## config.mk

```make
export PLATFORM = sky130hd
export DESIGN_NAME = store_write_unit_flat
export DESIGN_NICKNAME = d
export VERILOG_FILES = /design/src/rtl/store_write_unit_if.sv /design/src/rtl/store_write_unit.sv /design/src/flat_wrapper.sv
export SDC_FILE = /design/constraint.sdc
export NUM_CORES = 1
export LEC_CHECK = 0
export ABC_AREA = 1
export BUFFER_PORTS_ARGS = -buffer_cell sky130_fd_sc_hd__buf_2
export CORE_ASPECT_RATIO = 0.7
export CORE_MARGIN = 2
export CORE_UTILIZATION = 35
export CTS_BUF_LIST = sky130_fd_sc_hd__clkbuf_16
export CTS_CLUSTER_DIAMETER = 40
export DETAILED_ROUTE_END_ITERATION = 10
export PLACE_DENSITY_LB_ADDON = 0.2
export SLEW_MARGIN = 20
export SYNTH_ARGS = -nofsm -noshare
export SYNTH_HDL_FRONTEND = slang
export SYNTH_SLANG_ARGS = --single-unit
export TNS_END_PERCENT = 30
```

## constraint.sdc

```tcl
create_clock -name clk -period 4.6 [get_ports clk]
set_clock_uncertainty 0.1 [all_clocks]
set_input_delay 0.23 -clock clk [delete_from_list [all_inputs] [get_ports clk]]
set_output_delay 0.23 -clock clk [all_outputs]
set_load 0.03 [all_outputs]
```

## src/rtl/store_write_unit_if.sv

```systemverilog
// Request/memory/status bundle for store_write_unit; slave = the unit, master = controller + memory.
// mem_be exists only when STORE_BYTE_MASK_EN is defined.
interface store_write_unit_if #(parameter int ADDR_W = 32);
    logic              start;
    logic [2:0]        funct3;
    logic [ADDR_W-1:0] addr;
    logic [31:0]       wdata_in;
    logic [31:0]       mem_rdata;
    logic [ADDR_W-1:0] mem_addr;
    logic [31:0]       mem_wdata;
    logic              mem_we;
    logic              mem_re;
    logic              busy;
    logic              done;
    logic              misaligned;
`ifdef STORE_BYTE_MASK_EN
    logic [3:0]        mem_be;
`endif

    modport slave (
        input  start, funct3, addr, wdata_in, mem_rdata,
`ifdef STORE_BYTE_MASK_EN
        output mem_be,
`endif
        output mem_addr, mem_wdata, mem_we, mem_re, busy, done, misaligned
    );

    modport master (
        output start, funct3, addr, wdata_in, mem_rdata,
`ifdef STORE_BYTE_MASK_EN
        input  mem_be,
`endif
        input  mem_addr, mem_wdata, mem_we, mem_re, busy, done, misaligned
    );
endinterface

```

## src/rtl/store_write_unit.sv

```systemverilog
// Store write unit: sb/sh/sw to a word-wide data memory, read-modify-write for sub-word stores.
// STORE_BYTE_MASK_EN: sub-word stores use byte enables (mem_be) instead of read-modify-write.
module store_write_unit #(
    parameter int ADDR_W = 32
) (
    input logic               clk,
    input logic               rst,
    store_write_unit_if.slave bus
);
    typedef enum logic [2:0] {IDLE, READ, MERGE, WRITE, DONE} state_t;

    state_t            state, next;
    logic [ADDR_W-3:0] waddr_q;
    logic [1:0]        lane_q;
    logic [2:0]        funct3_q;
    logic [31:0]       wdata_q;
    logic              mis_q;
    logic              req_mis;
    logic [31:0]       wr_word;
`ifdef STORE_BYTE_MASK_EN
    logic [3:0]        be;
`else
    logic [31:0]       rdata_q;
`endif

    always_comb begin
        req_mis = 1'b0;
        case (bus.funct3)
            3'b000:  req_mis = 1'b0;
            3'b001:  req_mis = bus.addr[0];
            3'b010:  req_mis = |bus.addr[1:0];
            default: req_mis = 1'b1;
        endcase
    end

    always_ff @(posedge clk) begin
        if (rst) begin
            state    <= IDLE;
            waddr_q  <= '0;
            lane_q   <= '0;
            funct3_q <= '0;
            wdata_q  <= '0;
            mis_q    <= 1'b0;
`ifndef STORE_BYTE_MASK_EN
            rdata_q  <= '0;
`endif
        end else begin
            state <= next;
            if (state == IDLE && bus.start) begin
                waddr_q  <= bus.addr[ADDR_W-1:2];
                lane_q   <= bus.addr[1:0];
                funct3_q <= bus.funct3;
                wdata_q  <= bus.wdata_in;
                mis_q    <= req_mis;
            end
`ifndef STORE_BYTE_MASK_EN
            if (state == MERGE)
                rdata_q <= bus.mem_rdata;
`endif
        end
    end

    always_comb begin
        next = state;
        case (state)
            IDLE: begin
                if (bus.start) begin
                    if (req_mis)
                        next = DONE;
                    else if (bus.funct3 == 3'b010)
                        next = WRITE;
                    else
`ifdef STORE_BYTE_MASK_EN
                        next = WRITE;
`else
                        next = READ;
`endif
                end
            end
            READ:    next = MERGE;
            MERGE:   next = WRITE;
            WRITE:   next = DONE;
            DONE:    next = IDLE;
            default: next = IDLE;
        endcase
    end

    // Word actually written: merged with the captured read word, or lane-replicated with enables.
    always_comb begin
`ifdef STORE_BYTE_MASK_EN
        wr_word = wdata_q;
        be      = 4'b0000;
        case (funct3_q)
            3'b000: begin
                wr_word = {4{wdata_q[7:0]}};
                be      = 4'b0001 << lane_q;
            end
            3'b001: begin
                wr_word = {2{wdata_q[15:0]}};
                be      = lane_q[1] ? 4'b1100 : 4'b0011;
            end
            3'b010:  be = 4'b1111;
            default: be = 4'b0000;
        endcase
`else
        wr_word = rdata_q;
        case (funct3_q)
            3'b000:  wr_word[{lane_q, 3'b000} +: 8]     = wdata_q[7:0];
            3'b001:  wr_word[{lane_q[1], 4'b0000} +: 16] = wdata_q[15:0];
            default: wr_word = wdata_q;
        endcase
`endif
    end

    always_comb begin
        bus.busy       = (state != IDLE);
        bus.done       = (state == DONE);
        bus.mem_re     = (state == READ);
        bus.mem_we     = (state == WRITE);
        bus.mem_addr   = (state != IDLE) ? {waddr_q, 2'b00} : '0;
        bus.mem_wdata  = (state == WRITE) ? wr_word : '0;
        bus.misaligned = mis_q;
`ifdef STORE_BYTE_MASK_EN
        bus.mem_be     = (state == WRITE) ? be : 4'b0000;
`endif
    end
endmodule

```

## src/flat_wrapper.sv

```systemverilog
// flat-port wrapper written by rule: the top's interface ports become plain ports
module store_write_unit_flat 
#(
    parameter int ADDR_W = 32
)
  (clk, rst, bus_start, bus_funct3, bus_addr, bus_wdata_in, bus_mem_rdata, bus_mem_addr, bus_mem_wdata, bus_mem_we, bus_mem_re, bus_busy, bus_done, bus_misaligned);
  store_write_unit_if #(.ADDR_W(ADDR_W)) bus_i ();
  input logic clk;
  input logic rst;
  input wire logic [$bits(bus_i.start)-1:0] bus_start;
  input wire logic [$bits(bus_i.funct3)-1:0] bus_funct3;
  input wire logic [$bits(bus_i.addr)-1:0] bus_addr;
  input wire logic [$bits(bus_i.wdata_in)-1:0] bus_wdata_in;
  input wire logic [$bits(bus_i.mem_rdata)-1:0] bus_mem_rdata;
  output wire logic [$bits(bus_i.mem_addr)-1:0] bus_mem_addr;
  output wire logic [$bits(bus_i.mem_wdata)-1:0] bus_mem_wdata;
  output wire logic [$bits(bus_i.mem_we)-1:0] bus_mem_we;
  output wire logic [$bits(bus_i.mem_re)-1:0] bus_mem_re;
  output wire logic [$bits(bus_i.busy)-1:0] bus_busy;
  output wire logic [$bits(bus_i.done)-1:0] bus_done;
  output wire logic [$bits(bus_i.misaligned)-1:0] bus_misaligned;
  assign bus_i.start = bus_start;
  assign bus_i.funct3 = bus_funct3;
  assign bus_i.addr = bus_addr;
  assign bus_i.wdata_in = bus_wdata_in;
  assign bus_i.mem_rdata = bus_mem_rdata;
  assign bus_mem_addr = bus_i.mem_addr;
  assign bus_mem_wdata = bus_i.mem_wdata;
  assign bus_mem_we = bus_i.mem_we;
  assign bus_mem_re = bus_i.mem_re;
  assign bus_busy = bus_i.busy;
  assign bus_done = bus_i.done;
  assign bus_misaligned = bus_i.misaligned;
  store_write_unit #(.ADDR_W(ADDR_W)) u_core (.clk(clk), .rst(rst), .bus(bus_i));
endmodule
```

==> results of run 1 <==
[report_power, final]
| part | total, mW | leakage, nW | switching [mW] | internal (mW) |
|---|---|---|---|---|
| clock network | 0.698 | 0.131 | 0.340 | 0.358 |
| registers | 1.03 | 0.846 | 0.0670 | 0.968 |
| logic | 0.572 | 1.99 | 0.396 | 0.176 |
[tightest hold or removal path: cells and delay by family]
kind | cells | cell delay, ns
buffers and inverters | 1 | 0.07
AO/OA/AOI/OAI | 1 | 0.07
AND/OR/NAND/NOR | 1 | 0.07
[routing by layer]
layer / vias to the layer above / routed length (µm) / GRT usage [%] / share of wire [%]
met5: - / 11 / 0 / 0.063
met4: 2 / 266 / 5.56 / 1.5
met3: 22 / 1210 / 3.57 / 6.9
met2: 207 / 6680 / 28.6 / 38
met1: 2694 / 9400 / 33.7 / 54
li1: 3012 / - / - / -
[logic make-up after synthesis]
family	share of synthesized area (%)
flip-flops	37.9
adder cells (fa/ha/maj)	1.15
AO/OA/AOI/OAI	24.1
other	0.0688
buffers and inverters	11.4
AND/OR/NAND/NOR	25.5
[per-stage QoR]
stage	utilization (%)	hold WS [ns]
2_1_floorplan	-	0.295
3_3_place_gp	41.2	0.344
3_5_place_dp	41.2	0.345
4_1_cts	42.8	0.0189
5_1_grt	42.8	0.0534
6_report	42.8	0.0276
[cell usage after synthesis, drive strengths merged]
master  instances  area share [%]
a21oi         125              11
buf            27             2.5
clkbuf         34             2.3
clkinv          1           0.069
conb            1           0.069
dfxtp         103              38
ha              5             1.1
inv            93             6.4
nand2         100             6.9
nand3          37             3.5
nand4          26             3.0
nor2          141             9.8
nor3           10             1.1
nor3b           1            0.23
o211ai          8             1.1
o21ai         125              11
or2             8            0.92
[layout make-up]
cell class | instances | area (µm²)
clock buffers | 9 | 225
clock inverters | 6 | 30.0
fillers | 1696 | 8780
inverters | 94 | 354
multi-input cells | 588 | 2780
flip-flops and latches | 103 | 2060
well taps | 200 | 250
repair buffers | 173 | 878
[sequential cells by signal, indices dropped and copies added, names as in the netlist]
name / count
u_core.rdata_q: 32
u_core.state: 3
u_core.bus.misaligned: 1
u_core.lane_q: 2
u_core.funct3_q: 3
u_core.wdata_q: 32
u_core.waddr_q: 30
[path summary, 6_finish.rpt]
kind	cells past startpoint	from	to	slack (ns)
hold reg to reg	2	u_core.waddr_q[19]	u_core.waddr_q[19]	0.35
hold / removal	3	bus_mem_rdata[23]	u_core.rdata_q[23]	0.03
setup reg to reg	6	u_core.state[0]	u_core.rdata_q[25]	2.44
setup / recovery	10	u_core.lane_q[1]	bus_mem_wdata[19]	1.23
==> results.json, run 1 <==
{
  "status": "completed",
  "areaGrowthSynthToFinish_pct": 20.7,
  "tns_ns": 0,
  "wl_um": 17600,
  "clkTransAtPathRegs_ns": 0.07,
  "die_area_um2": 16600,
  "drt_iter0_markers": 444,
  "grt_pass1_wl_um": 27900,
  "worstSetupStartpointType": "flip-flop",
  "slew_viol_final": 0,
  "dp.final_hpwl_um": 12800,
  "cts_root_buffer": "clkbuf_16",
  "drcViolationCount": 0,
  "ios": 171,
  "cts_hold_buf": 0,
  "place_inst": 1158,
  "placed_cell_area_um2": 6320,
  "cts_buffers": 9,
  "hold_viol_final": 0,
  "antenna_found_initial": 1,
  "endpoint_kind": "primary output",
  "grt_max_degree": 86,
  "required_ns": 4.27,
  "min_period_over_period_pct": 73.3,
  "place_ws_ns": 1.74,
  "worstMarginPinSlew_ns": 0.953,
  "cpPeakStageDelay_ns": 0.80,
  "peakVddDrop_v": 0.000178,
  "avgSynthCellArea_um2": 6.45,
  "fmax_mhz": 297,
  "tritoncts": "done",
  "drv_cap": 0,
  "synth_seq_area_share_pct": 37.9,
  "power_mw": 2.31,
  "path_buf_inv": 4,
  "hp-class": "in -> reg",
  "die_h_um": 108,
  "layout_common_cells": "168 x buf_2, 139 x nor2_1, 125 x a21oi_1, 119 x o21ai_0, 103 x dfxtp_1",
  "synth_area_um2": 5450,
  "synth_seq_cells": 103,
  "postCtsSetupBuffers": 0,
  "crit_chain": "inv_2 -> ha_1 -> inv_1 -> nand2_1 -> o21ai_0 -> nand2_1 -> nand3_1 -> nand2_1 -> inv_1 -> buf_2",
  "htree_levels": 3,
  "yosys_warnings": 0,
  "final_nets": 1076,
  "finalSetupViolCount": 0,
  "clockBufferDepth": 2,
  "via_per_inst": 5.06,
  "port_buffers": 168,
  "grt_pass1_vias": 5224,
  "yosysUniqueCellTypes": 25,
  "diodes": 0,
  "cellLeakagePower_nw": 2.97,
  "cts-resized-gates": 0,
  "arrival_ns": 3.04,
  "wl_per_cell_um": 15.0,
  "drt-pass1-iter-count": 4,
  "path_class": "reg -> out",
  "gp_congestion": 0.893,
  "power_density_nw_per_um2": 350,
  "synth_cells": 845,
  "final_common_cell": "buf_2",
  "finalCriticalPeriod_ns": 3.37,
  "cts.sinks": 103,
  "crit_fanout": 22,
  "final_cells": 1173,
  "clk_latency_ns": 0.35,
  "grtUsageTotal_pct": 21.2,
  "design.core.area_um2": 15400,
  "start_util_pct": 35.5,
  "drtAntennaViolNets": 0,
  "die_w_um": 153,
  "vias": 5937,
  "setup_ws_ns": 1.23,
  "relSlewSlack_pct": 36.4,
  "rsz0062_at_grt": "false",
  "critPathTopFamily": "buffers and inverters",
  "cp_slowest_cell": "dfxtp_1",
  "final_area_um2": 6580,
  "grt-ovfl-total": 0,
  "drive_gt1_share_pct": 20.8,
  "crit_top_cell": "nand2_1",
  "rows": 38
}
Power figures use the tool's default switching activity.
==> run 2, diff against run 1 <==
- clock period: 4.6 -> 3 ns (I/O delays scaled with it)
==> results.json, run 2 (same netlist as run 1, synthesis figures left out) <==
{
  "status": "finished, violations left",
  "violations": "hold timing",
  "fmax_mhz": 363,
  "met1_usage_pct": 33.6,
  "cp-endpoint": "bus_mem_wdata[11]",
  "pwr-share-comb_pct": 27.0,
  "p_sw_share_pct": 34.7,
  "finalSetupViolCount": 0,
  "cts.sinks": 103,
  "pwr-share-clk_pct": 30.0,
  "clkTransAtPathRegs_ns": 0.07,
  "required_ns": 2.75,
  "design.core.area_um2": 15400,
  "areaGrowthSynthToFinish_pct": 35.9,
  "rsz0062_at_grt": "false",
  "drv_cap": 0,
  "crit_chain": "clkinvlp_4 -> ha_1 -> nand2_1 -> nor3_1 -> nor2_1 -> nor2_1 -> buf_2",
  "slew_viol_final": 0,
  "layout_common_cells": "168 x buf_2, 139 x nor2_1, 125 x a21oi_1, 119 x o21ai_0, 102 x dfxtp_1",
  "crit_top_cell": "nor2_1",
  "ios": 171,
  "cts_root_buffer": "clkbuf_16",
  "peakVddDrop_v": 0.000246,
  "worst-r2r-cell-count": 5,
  "min_path_cells": 3,
  "antenna_found_initial": 0,
  "drt-pass1-iter-count": 5,
  "clockBufferDepth": 2,
  "clk_latency_ns": 0.35,
  "crit_fanout": 12,
  "r2r-end": "u_core.rdata_q[31]",
  "cpPeakStageDelay_ns": 0.48,
  "finalCriticalPeriod_ns": 2.75,
  "dp.final_hpwl_um": 13000,
  "grt_max_degree": 81,
  "drtAntennaViolNets": 0,
  "die_h_um": 108,
  "relSlewSlack_pct": 48.8,
  "critPathLaunch": "u_core.lane_q[0]",
  "worstSetupStartpointType": "flip-flop",
  "gp_congestion": 0.870,
  "rows": 38,
  "drcViolationCount": 0,
  "wl_um": 18500,
  "wl_per_cell_um": 14.7,
  "path_class": "reg -> out",
  "reg2reg_from": "u_core.state[0]",
  "power.switching_mw": 1.27,
  "tritoncts": "done",
  "min_period_over_period_pct": 91.8,
  "use_met3_pct": 5.01,
  "grt_pass1_vias": 5630,
  "final_common_cell": "buf_2",
  "p_int_mw": 2.39,
  "hp-class": "in -> reg",
  "grt_pass1_wl_um": 29500,
  "diodes": 0,
  "cp_slowest_cell": "dfxtp_2",
  "power_density_nw_per_um2": 495,
  "via_per_inst": 4.90,
  "die_w_um": 153,
  "cellLeakagePower_nw": 3.31,
  "htree_levels": 3,
  "final_util_pct": 48.2,
  "drt_iter0_markers": 456,
  "vias": 6157,
  "start_util_pct": 35.5,
  "pwr-share-seq_pct": 43.0,
  "endpoint_kind": "primary output",
  "die_area_um2": 16600,
  "grt_use_met2_pct": 31.9,
  "port_buffers": 168,
  "tns_ns": 0,
  "worstMarginPinSlew_ns": 0.767,
  "final_nets": 1158,
  "arrival_ns": 2.50,
  "grtUsageTotal_pct": 22.3,
  "drive_gt1_share_pct": 20.6,
  "holdWs_ns": -0.00740,
  "top_usage_layer": "met1",
  "top_regs": "u_core.rdata_q: 32 flops, u_core.wdata_q: 32 flops, u_core.waddr_q: 30 flops",
  "hold_viol_final": 1,
  "grt-ovfl-total": 0,
  "cts_buffers": 9,
  "rrSetupSlack_ns": 0.99
}
## run 2: timing repair
action                                  4_1_cts  5_1_grt
setup buffers                                 0        1
resized for setup                             0        3
hold buffers                                 71        0
endpoints found under the setup margin        0       32
endpoints found under the hold margin        71        0
## run 2: power groups by stage
stage                     Clock [mW]  Combinational, mW  Sequential (mW)
final                           1.10              0.989             1.57
after floorplan                    0              0.656             1.57
after detailed placement           0              0.902             1.60
after global placement             0              0.901             1.60
after global routing            1.19               1.11             1.59
after CTS                       1.13              0.977             1.57
## run 2: how the worst min path moves through the flow
stage | from | to | slack, ns
detailed placement | bus_mem_rdata[21] | u_core.rdata_q[21] | 0.31
CTS | bus_mem_rdata[24] | u_core.rdata_q[24] | 0.0005
finish | bus_addr[11] | u_core.waddr_q[9] | -0.007
global placement | bus_mem_rdata[21] | u_core.rdata_q[21] | 0.31
global route | bus_wdata_in[30] | u_core.wdata_q[30] | 0.007
floorplan | bus_wdata_in[20] | u_core.wdata_q[20] | 0.22
## run 2: area by class of cell
class / count / area [µm²]
well taps: 200 / 250
inverters: 94 / 360
clock inverters: 7 / 41.3
repair buffers: 255 / 1680
fillers: 1649 / 7960
flip-flops and latches: 103 / 2060
clock buffers: 9 / 225
multi-input cells: 588 / 2780
## run 2: metrics by stage
step	setup slack, ns	instance area (µm²)	hold slack, ns	std cells	total power [mW]
3_5_place_dp	0.431	6410	0.309	1168	2.50
4_1_cts	0.0572	7390	0.000470	1255	3.67
5_1_grt	0.107	7400	0.00663	1256	3.88
3_3_place_gp	0.462	6410	0.310	1168	2.50
2_1_floorplan	0.689	5450	0.215	846	2.22
6_report	0.247	7400	-0.00740	1256	3.66
## run 2: critical path, delay by kind of cell, from the launching register on
kind	cells	cell delay (ns)
adder cells (fa/ha/maj)	1	0.39
flip-flops	1	0.48
buffers and inverters	2	0.43
AND/OR/NAND/NOR	4	0.85
## run 2: layer usage
| metal | part of all wire [%] | up-vias | wire length, µm |
|---|---|---|---|
| met5 | 0 | - | 0 |
| met4 | 1.5 | 0 | 282 |
| met3 | 7.7 | 20 | 1420 |
| met2 | 40 | 210 | 7450 |
| met1 | 51 | 2744 | 9360 |
| li1 | - | 3183 | - |
==> run 3, diff against run 2 <==
- ABC_AREA: 1 -> unset
==> results.json, run 3 <==
{
  "finalCriticalPeriod_ns": 2.80,
  "rsz0062_at_grt": "false",
  "die_area_um2": 15700,
  "grt_max_degree": 104,
  "ys_dominant_reg_cell": "dfxtp_1",
  "cts_buffers": 9,
  "fmax_mhz": 357,
  "wl_um": 17100,
  "yosys_warnings": 0,
  "design.core.area_um2": 14500,
  "path_class": "reg -> out",
  "synth_seq_area_share_pct": 40.1,
  "gp_congestion": 0.815,
  "drt-pass1-iter-count": 4,
  "final_common_cell": "nand2_1",
  "worstSetupStartpointType": "flip-flop",
  "areaGrowthSynthToFinish_pct": 42.5,
  "die_h_um": 105,
  "postCtsSetupBuffers": 0,
  "drcViolationCount": 0,
  "min_path_cells": 3,
  "synth_top_family_by_area": "simple AND/OR/NAND/NOR gates",
  "port_buffers": 168,
  "cts_root_buffer": "clkbuf_16",
  "relSlewSlack_pct": 47.5,
  "drive_gt1_share_pct": 22.3,
  "yosysMostFrequentCell": "nand2_1",
  "critPathTopFamily": "buffers and inverters",
  "diodes": 0,
  "arrival_ns": 2.55,
  "synth_seq_cells": 103,
  "synth_area_um2": 5140,
  "via_per_inst": 4.92,
  "layout_common_cells": "226 x nand2_1, 167 x buf_2, 109 x a21oi_1, 103 x dfxtp_1, 99 x dlygate4sd3_1",
  "wl_per_cell_um": 15.1,
  "netlist.area_leader.share_pct": 40.1,
  "rows": 37,
  "cpPeakStageDelay_ns": 0.47,
  "seqCellArea_um2": 2060,
  "netlist_top_cells_count": "227 x nand2_1, 109 x a21oi_1, 103 x dfxtp_1",
  "dp.final_hpwl_um": 11300,
  "crit_fanout": 8,
  "cp_slowest_cell": "dfxtp_1",
  "path_buf_inv": 3,
  "cellLeakagePower_nw": 3.04,
  "hold_viol_final": 0,
  "synthSimpleGateAreaFrac_pct": 27.3,
  "synthArstFlopShare_pct": 0,
  "synth_enable_flop_cells": 0,
  "n_fill_cell": 1462,
  "grt_pass1_wl_um": 26800,
  "worstMarginPinSlew_ns": 0.787,
  "power_density_nw_per_um2": 464,
  "hp-class": "in -> reg",
  "clk_latency_ns": 0.34,
  "tritoncts": "done",
  "status": "completed",
  "ios": 171,
  "min_period_over_period_pct": 93.4,
  "synth.area.top_cells": "dfxtp_1 40%, nand2_1 17%, a21oi_1 11%, nor2b_1 5.6%, a22oi_2 2.4%",
  "peakVddDrop_v": 0.000256,
  "clkTransAtPathRegs_ns": 0.07,
  "avgSynthCellArea_um2": 7.31,
  "required_ns": 2.75,
  "finalSetupViolCount": 0,
  "grtUsageTotal_pct": 21.4,
  "synth.area.mux_share_pct": 0,
  "multi_input_area_um2": 2760,
  "drtAntennaViolNets": 0,
  "htree_levels": 3,
  "yosysUniqueCellTypes": 43,
  "endpoint_kind": "primary output",
  "synth_fa_ha_area_share_pct": 1.22,
  "synth_top_area_cell": "dfxtp_1",
  "start_util_pct": 35.4,
  "holdWs_ns": 0.0697,
  "top_regs": "u_core.rdata_q: 32 flops, u_core.wdata_q: 32 flops, u_core.waddr_q: 30 flops",
  "cts.sinks": 103,
  "synth-compound-area-share_pct": 24.8,
  "drt_iter0_markers": 310,
  "synth_xor_area_share_pct": 0,
  "antenna_found_initial": 0,
  "grt_pass1_vias": 5248,
  "vias": 5599,
  "synth_cells": 703,
  "worst-r2r-cell-count": 5,
  "slew_viol_final": 0,
  "clockBufferDepth": 2,
  "drv_cap": 0,
  "worst-path-stages": 8,
  "die_w_um": 149,
  "grt-ovfl-total": 0,
  "final_nets": 1045,
  "crit_chain": "inv_1 -> ha_1 -> nor3b_1 -> buf_4 -> and3_1 -> o21ai_0 -> a31oi_1 -> buf_2",
  "tns_ns": 0
}
-- run 3: layer usage --
layer	part of all wire (%)	wire length, µm	vias to the layer above	global-route usage (%)
li1	-	-	2842	-
met1	51	8690	2570	31.7
met2	43	7280	174	32.2
met3	5.8	996	13	4.20
met4	0.91	156	0	4.69
met5	0	0	-	0
-- run 3: timing repair --
item	4_1_cts	5_1_grt
resized for setup	0	1
endpoints found under the setup margin	0	1
hold buffers	99	0
endpoints found under the hold margin	99	0
-- run 3: through the flow --
step | power [mW] | setup slack (ns) | util, % | std cells | area, µm²
2_1_floorplan | 1.98 | 0.639 | - | 704 | 5150
3_3_place_gp | 2.18 | 0.611 | 41.5 | 1022 | 6030
3_5_place_dp | 2.18 | 0.566 | 41.5 | 1022 | 6030
4_1_cts | 3.43 | 0.180 | 50.3 | 1137 | 7310
5_1_grt | 3.57 | 0.0357 | 50.4 | 1138 | 7330
6_report | 3.40 | 0.197 | 50.4 | 1138 | 7330
-- run 3: report_power, final --
| group | switching, mW | internal [mW] | total, mW |
|---|---|---|---|
| clock | 0.509 | 0.633 | 1.14 |
| sequential | 0.0883 | 1.46 | 1.55 |
| combinational | 0.413 | 0.300 | 0.713 |
| total | 1.01 | 2.39 | 3.40 |
-- run 3: final timing paths --
check	slack [ns]	endpoint	from
max reg2reg	1.02	u_core.waddr_q[9]	u_core.state[2]
max	0.20	bus_mem_wdata[27]	u_core.lane_q[0]
min reg2reg	0.35	u_core.waddr_q[24]	u_core.waddr_q[24]
min	0.07	u_core.state[0]	bus_start
-- run 3: worst reg2reg max path: stages, from the launching register on --
cell and delay, ns:
dfxtp_1 0.39, nor3_4 0.21, and2_2 0.57, buf_4 0.35, nand2_1 0.11, a21oi_1 0.16
-- run 3: area by class of cell --
class / count / share of cell area, %
clock inverter: 7 / 0.751
inverter: 13 / 0.666
timing repair buffer: 279 / 26.4
multi-input combinational: 532 / 37.6
sequential: 103 / 28.1
clock buffer: 9 / 3.07
tap: 195 / 3.33
-- run 3: logic make-up after synthesis --
logic type / count (synthesis)
buf+inv: 69
other cells: 1
compound gates: 212
fa+ha+maj: 5
simple gates: 313
flops: 103
